==> config.mk <==
export PLATFORM = sky130hd
export DESIGN_NAME = countdown_control_flat
export DESIGN_NICKNAME = d
export VERILOG_FILES = /design/src/rtl/countdown_control_pkg.sv /design/src/rtl/countdown_control_if.sv /design/src/rtl/countdown_control_button_debounce.sv /design/src/rtl/countdown_control.sv /design/src/flat_wrapper.sv
export SDC_FILE = /design/constraint.sdc
export NUM_CORES = 1
export LEC_CHECK = 0
export ABC_AREA = 1
export CAP_MARGIN = 40
export CORE_ASPECT_RATIO = 0.75
export CORE_MARGIN = 4
export CORE_UTILIZATION = 55
export DETAILED_ROUTE_END_ITERATION = 10
export GPL_ROUTABILITY_DRIVEN = 0
export HOLD_SLACK_MARGIN = 0.1
export PLACE_DENSITY = 0.77
export SLEW_MARGIN = 20
export SYNTH_ARGS = -nofsm -noshare
export SYNTH_HDL_FRONTEND = slang
export SYNTH_HIERARCHICAL = 1
export SYNTH_SLANG_ARGS = --single-unit
==> constraint.sdc <==
create_clock -name CLK -period 1.6 [get_ports CLK]
set_input_delay 0.24 -clock CLK [delete_from_list [all_inputs] [get_ports CLK]]
set_output_delay 0.24 -clock CLK [all_outputs]
set_load 0.1 [all_outputs]
==> src/rtl/countdown_control_pkg.sv <==
// Shared types and defaults for the countdown control front end.
// State encoding is visible on the STATE output, so it is fixed here.
package countdown_control_pkg;

    typedef enum logic [1:0] {
        ST_IDLE    = 2'b00,
        ST_RUNNING = 2'b01,
        ST_PAUSED  = 2'b10,
        ST_EXPIRED = 2'b11
    } state_e;

    localparam int LP_DEBOUNCE_CYCLES   = 1000000;
    localparam int LP_DEBOUNCE_WIDTH    = 20;
    localparam int LP_BLINK_HALF_PERIOD = 50000000;
    localparam int LP_BLINK_WIDTH       = 26;

endpackage

==> src/rtl/countdown_control_if.sv <==
// Button, counter-chain and indicator signals of the countdown control.
// master drives buttons and COUNT_IS_ZERO; slave is the controller.
interface countdown_control_if;

    logic       BTN_START;
    logic       BTN_CLEAR;
    logic       COUNT_IS_ZERO;
    logic       ENABLE;
    logic       COUNTER_RESET;
    logic [1:0] STATE;
    logic       ALARM_LED;

    modport master (
        output BTN_START,
        output BTN_CLEAR,
        output COUNT_IS_ZERO,
        input  ENABLE,
        input  COUNTER_RESET,
        input  STATE,
        input  ALARM_LED
    );

    modport slave (
        input  BTN_START,
        input  BTN_CLEAR,
        input  COUNT_IS_ZERO,
        output ENABLE,
        output COUNTER_RESET,
        output STATE,
        output ALARM_LED
    );

endinterface

==> src/rtl/countdown_control_button_debounce.sv <==
// Raw push-button conditioner: 2-flop sync, stability counter and
// a one-cycle pulse on the accepted press edge.
module button_debounce #(
    parameter int DEBOUNCE_CYCLES = 1000000,
    parameter int DEBOUNCE_WIDTH  = 20
) (
    input  logic CLK,
    input  logic RESET,
    input  logic BTN_IN,
    output logic LEVEL,
    output logic PRESS_PULSE
);

    localparam logic [DEBOUNCE_WIDTH-1:0] LP_LAST =
        DEBOUNCE_WIDTH'(DEBOUNCE_CYCLES - 1);

    logic                      r_sync1;
    logic                      r_sync2;
    logic                      r_stable;
    logic                      r_stable_d;
    logic [DEBOUNCE_WIDTH-1:0] r_cnt;

    // Any return to the stable level restarts the count, so glitches
    // shorter than DEBOUNCE_CYCLES never reach r_stable.
    always_ff @(posedge CLK) begin
        if (RESET) begin
            r_sync1    <= 1'b0;
            r_sync2    <= 1'b0;
            r_stable   <= 1'b0;
            r_stable_d <= 1'b0;
            r_cnt      <= '0;
        end else begin
            r_sync1    <= BTN_IN;
            r_sync2    <= r_sync1;
            r_stable_d <= r_stable;
            if (r_sync2 == r_stable) begin
                r_cnt <= '0;
            end else if (r_cnt == LP_LAST) begin
                r_stable <= r_sync2;
                r_cnt    <= '0;
            end else begin
                r_cnt <= r_cnt + DEBOUNCE_WIDTH'(1);
            end
        end
    end

    assign LEVEL       = r_stable;
    assign PRESS_PULSE = r_stable & ~r_stable_d;

endmodule

==> src/rtl/countdown_control.sv <==
// Stopwatch-style controller for the 4-digit down-counter chain:
// debounced start/pause and clear, zero stop, and expiry alarm blink.
module countdown_control
    import countdown_control_pkg::*;
#(
    parameter int DEBOUNCE_CYCLES   = LP_DEBOUNCE_CYCLES,
    parameter int DEBOUNCE_WIDTH    = LP_DEBOUNCE_WIDTH,
    parameter int BLINK_HALF_PERIOD = LP_BLINK_HALF_PERIOD,
    parameter int BLINK_WIDTH       = LP_BLINK_WIDTH
) (
    input  logic                CLK,
    input  logic                RESET,
    countdown_control_if.slave  bus
);

    localparam logic [BLINK_WIDTH-1:0] LP_BLINK_LAST =
        BLINK_WIDTH'(BLINK_HALF_PERIOD - 1);

    state_e                 r_state;
    state_e                 w_next;
    logic                   r_ctr_rst;
    logic [BLINK_WIDTH-1:0] r_blink_cnt;
    logic                   r_phase;
    logic                   w_start_p;
    logic                   w_clear_p;
    logic                   w_unused_start_lvl;
    logic                   w_unused_clear_lvl;

    button_debounce #(
        .DEBOUNCE_CYCLES (DEBOUNCE_CYCLES),
        .DEBOUNCE_WIDTH  (DEBOUNCE_WIDTH)
    ) u_db_start (
        .CLK         (CLK),
        .RESET       (RESET),
        .BTN_IN      (bus.BTN_START),
        .LEVEL       (w_unused_start_lvl),
        .PRESS_PULSE (w_start_p)
    );

    button_debounce #(
        .DEBOUNCE_CYCLES (DEBOUNCE_CYCLES),
        .DEBOUNCE_WIDTH  (DEBOUNCE_WIDTH)
    ) u_db_clear (
        .CLK         (CLK),
        .RESET       (RESET),
        .BTN_IN      (bus.BTN_CLEAR),
        .LEVEL       (w_unused_clear_lvl),
        .PRESS_PULSE (w_clear_p)
    );

    always_ff @(posedge CLK) begin
        if (RESET) begin
            r_state   <= ST_IDLE;
            r_ctr_rst <= 1'b0;
        end else begin
            r_state   <= w_next;
            r_ctr_rst <= w_clear_p;
        end
    end

    // Clear wins everywhere; reaching zero wins over a pause press.
    always_comb begin
        w_next = r_state;
        if (w_clear_p) begin
            w_next = ST_IDLE;
        end else begin
            case (r_state)
                ST_IDLE: begin
                    if (w_start_p) w_next = ST_RUNNING;
                end
                ST_RUNNING: begin
                    if (bus.COUNT_IS_ZERO) w_next = ST_EXPIRED;
                    else if (w_start_p)    w_next = ST_PAUSED;
                end
                ST_PAUSED: begin
                    if (w_start_p) w_next = ST_RUNNING;
                end
                ST_EXPIRED: begin
                    w_next = ST_EXPIRED;
                end
                default: begin
                    w_next = ST_IDLE;
                end
            endcase
        end
    end

    always_ff @(posedge CLK) begin
        if (RESET || (r_state != ST_EXPIRED)) begin
            r_blink_cnt <= '0;
            r_phase     <= 1'b1;
        end else if (r_blink_cnt == LP_BLINK_LAST) begin
            r_blink_cnt <= '0;
            r_phase     <= ~r_phase;
        end else begin
            r_blink_cnt <= r_blink_cnt + BLINK_WIDTH'(1);
        end
    end

    assign bus.ENABLE        = (r_state == ST_RUNNING) & ~bus.COUNT_IS_ZERO;
    assign bus.COUNTER_RESET = r_ctr_rst;
    assign bus.STATE         = r_state;
    assign bus.ALARM_LED     = (r_state == ST_EXPIRED) & r_phase;

endmodule
==> src/flat_wrapper.sv <==
// flat-port wrapper written by rule: the top's interface ports become plain ports
module countdown_control_flat import countdown_control_pkg::*;
#(
    parameter int DEBOUNCE_CYCLES   = LP_DEBOUNCE_CYCLES,
    parameter int DEBOUNCE_WIDTH    = LP_DEBOUNCE_WIDTH,
    parameter int BLINK_HALF_PERIOD = LP_BLINK_HALF_PERIOD,
    parameter int BLINK_WIDTH       = LP_BLINK_WIDTH
)
  (CLK, RESET, bus_BTN_START, bus_BTN_CLEAR, bus_COUNT_IS_ZERO, bus_ENABLE, bus_COUNTER_RESET, bus_STATE, bus_ALARM_LED);
  countdown_control_if bus_i ();
  input  logic CLK;
  input  logic RESET;
  input wire logic [$bits(bus_i.BTN_START)-1:0] bus_BTN_START;
  input wire logic [$bits(bus_i.BTN_CLEAR)-1:0] bus_BTN_CLEAR;
  input wire logic [$bits(bus_i.COUNT_IS_ZERO)-1:0] bus_COUNT_IS_ZERO;
  output wire logic [$bits(bus_i.ENABLE)-1:0] bus_ENABLE;
  output wire logic [$bits(bus_i.COUNTER_RESET)-1:0] bus_COUNTER_RESET;
  output wire logic [$bits(bus_i.STATE)-1:0] bus_STATE;
  output wire logic [$bits(bus_i.ALARM_LED)-1:0] bus_ALARM_LED;
  assign bus_i.BTN_START = bus_BTN_START;
  assign bus_i.BTN_CLEAR = bus_BTN_CLEAR;
  assign bus_i.COUNT_IS_ZERO = bus_COUNT_IS_ZERO;
  assign bus_ENABLE = bus_i.ENABLE;
  assign bus_COUNTER_RESET = bus_i.COUNTER_RESET;
  assign bus_STATE = bus_i.STATE;
  assign bus_ALARM_LED = bus_i.ALARM_LED;
  countdown_control #(.DEBOUNCE_CYCLES(DEBOUNCE_CYCLES), .DEBOUNCE_WIDTH(DEBOUNCE_WIDTH), .BLINK_HALF_PERIOD(BLINK_HALF_PERIOD), .BLINK_WIDTH(BLINK_WIDTH)) u_core (.CLK(CLK), .RESET(RESET), .bus(bus_i));
endmodule
==> results of run 1 <==
-- layout make-up --
| cell class | count | area [µm²] | area share |
|---|---|---|---|
| Multi-Input combinational cell | 446 | 2260 | 0.494 |
| Sequential cell | 78 | 1570 | 0.343 |
| Inverter | 62 | 233 | 0.0509 |
| Timing Repair Buffer | 20 | 223 | 0.0487 |
| Clock buffer | 10 | 128 | 0.0279 |
| Tap cell | 98 | 123 | 0.0268 |
| Clock inverter | 6 | 38.8 | 0.00848 |
-- cells in the mapped netlist (all sizes together), types with 5 or more instances --
library cell  instances
a21oi                34
and2                  6
dfxtp                78
inv                  62
nand2               152
nand3                41
nand4                10
nor2                150
nor3                 11
o21ai                 8
or2                   5
xnor2                16
xor2                  5
-- final timing paths --
check        cells after the start                      start  slack (ps)                   endpoint
min                              2  u_core/u_db_clear/r_sync1         400  u_core/u_db_clear/r_sync2
min reg2reg                      2  u_core/u_db_clear/r_sync1         400  u_core/u_db_clear/r_sync2
max                              3        u_core/bus.STATE[0]          60                 bus_ENABLE
max reg2reg                      6      u_core/r_blink_cnt[0]          90     u_core/r_blink_cnt[21]
-- repair_timing --
action / 4_1_cts / 5_1_grt
endpoints found under the setup margin: 0 / 15
buffers inserted: 0 / 1
gates resized for setup: 0 / 6
-- report_power, final --
group          leakage, nW  total (W)  internal [W]  switching, W
sequential           0.631    0.00195       0.00194    0.00000310
combinational        0.615  0.0000526     0.0000239     0.0000287
clock               0.0820    0.00125      0.000557      0.000689
total                 1.33    0.00324       0.00252      0.000721
-- per-stage QoR --
stage	TNS, ps	hold WS [ps]	cell area (µm²)	power [W]	setup slack, ps
3_3_place_gp	0	391	4370	0.00204	21.7
3_5_place_dp	-157	397	4370	0.00204	-34.0
2_1_floorplan	-565	311	4090	0.00202	-222
4_1_cts	0	402	4530	0.00329	38.0
6_report	0	404	4570	0.00324	59.3
5_1_grt	-16.4	406	4570	0.00339	-16.4
-- sequential cells by signal, summed over array words and instances (netlist names), 2 cells and up --
register	count
u_core/bus.STATE	2
u_core/r_blink_cnt	26
u_core/u_db_clear/r_cnt	20
u_core/u_db_start/r_cnt	20
-- cell families (layout without fill, tap and decap cells) --
kind of cell	after synthesis	in the layout	share of synthesized area
AOI/OAI and AO/OA	45	45	0.0625
xor gates and xnor gates	21	21	0.0453
adders and majority gates	3	3	0.00924
buffers and inverters	66	98	0.0727
DFF	78	78	0.384
and+or+nand+nor	377	377	0.426
-- critical path, stage by stage, from the launching register on --
cell and delay, ps:
dfxtp_4 370, inv_1 120, nor3_4 260, buf_12 200
-- per-layer routing --
metal,vias to the layer above,global-route usage
met5,-,0
met4,0,0.0613
met3,5,0.0544
met2,122,0.295
met1,1628,0.315
li1,1907,-
==> out/metrics.cfg, run 1 <==
[status]
outcome=completed

[route]
met3WireLength_um=771
drt-initial-drc-count=316
drtAntennaViolNets=0
wl_met2_mm=3.33
drc=0
num_vias=3662
post_drt_wl_per_cell_um=11.8
vias_per_cell=5.09
dr.max_layer_used=met4
drt_first_pass_iters=5
wl_met1_mm=4.31
routed_wirelength_mm=8.49

[layout]
mostFrequentLayoutCell=nand2_1
final_cell_mix=nand2_1, nor2_1, dfxtp_1, inv_1, nand3_1
nNetsFinal=625
n_antenna_cell=0
syn_to_final_growth_pct=12.6
nFillCells=611
post-route-util=0.654
instances_no_fill=720
layout-drive-gt1-share=0.169

[synthesis]
syn_avg_cell_area_um2=6.89
synth.yosys.seq_area_share=0.384
synth-seq-cells=78
ys_types=29
yosys-top-cells-area=dfxtp_1, nand2_1, nor2_1
ys.flop_type=dfxtp_1
synth_edf_count=0
ys_async_sr_fraction=0
synth_top_area_share=0.384
synth_fp_nets=598
syn_area_um2=4060
syn_inst=590
synthesis.yosys.warnings=6
synth_top_area_cell=dfxtp_1

[clock_tree]
cts_tree=done
root_buffer=clkbuf_8
cts_made_buffers=9
cts_max_level=3
cts_hold_buf=0
insertion_delay_ps=340
cts_sinks=78
path_clk_slew_ps=80
ctsLongestPathBuffers=2

[critical_path]
required_ps=1360
start_kind=flip-flop
end_kind=output port
crit_type=flip-flop to output port
crit_fanout=4
arrival_ps=1300

[timing]
setup_viol=0
skew_ps=5.78
rsz0062_at_grt=yes
fmax_mhz=649
final_hold_viol_count=0
min_period_over_period=0.963
period_minus_slack_ps=1540
slew-limit-headroom=0.804
drv_slew=0
tightest_slew_ps=294

[grt]
grtUsageTotal=0.210
antenna_found_initial=0
grt_pass1_wl_mm=14.8
grt_pass1_vias=3291
grt_start_max_net_pins=27
grt-ovfl-total=0

[power]
p_per_area_nw_per_um2=709
irDropWorstVdd_v=0.000496
p_leak_nw=1.33

[placed_design]
place_inst=703
hpwl_mm=6.43
io_buffer_count=9

[floorplan]
die_h_um=82.4
die_w_um=107
dieArea_um2=8840
io_pins=10
initial_core_util=0.581
std_cell_rows=26
core_area_um2=6990

[flow_run]
max_cap_violations=0

[worst_hold_path]
holdCritPathClass=flip-flop to flip-flop

Power figures use the tool's default switching activity.
==> run 2, diff against run 1 <==
CTS_CLUSTER_DIAMETER = 80   (was not set)
==> results of run 2 <==
The final DEF is identical to that of run 1; final timing and power are the same.
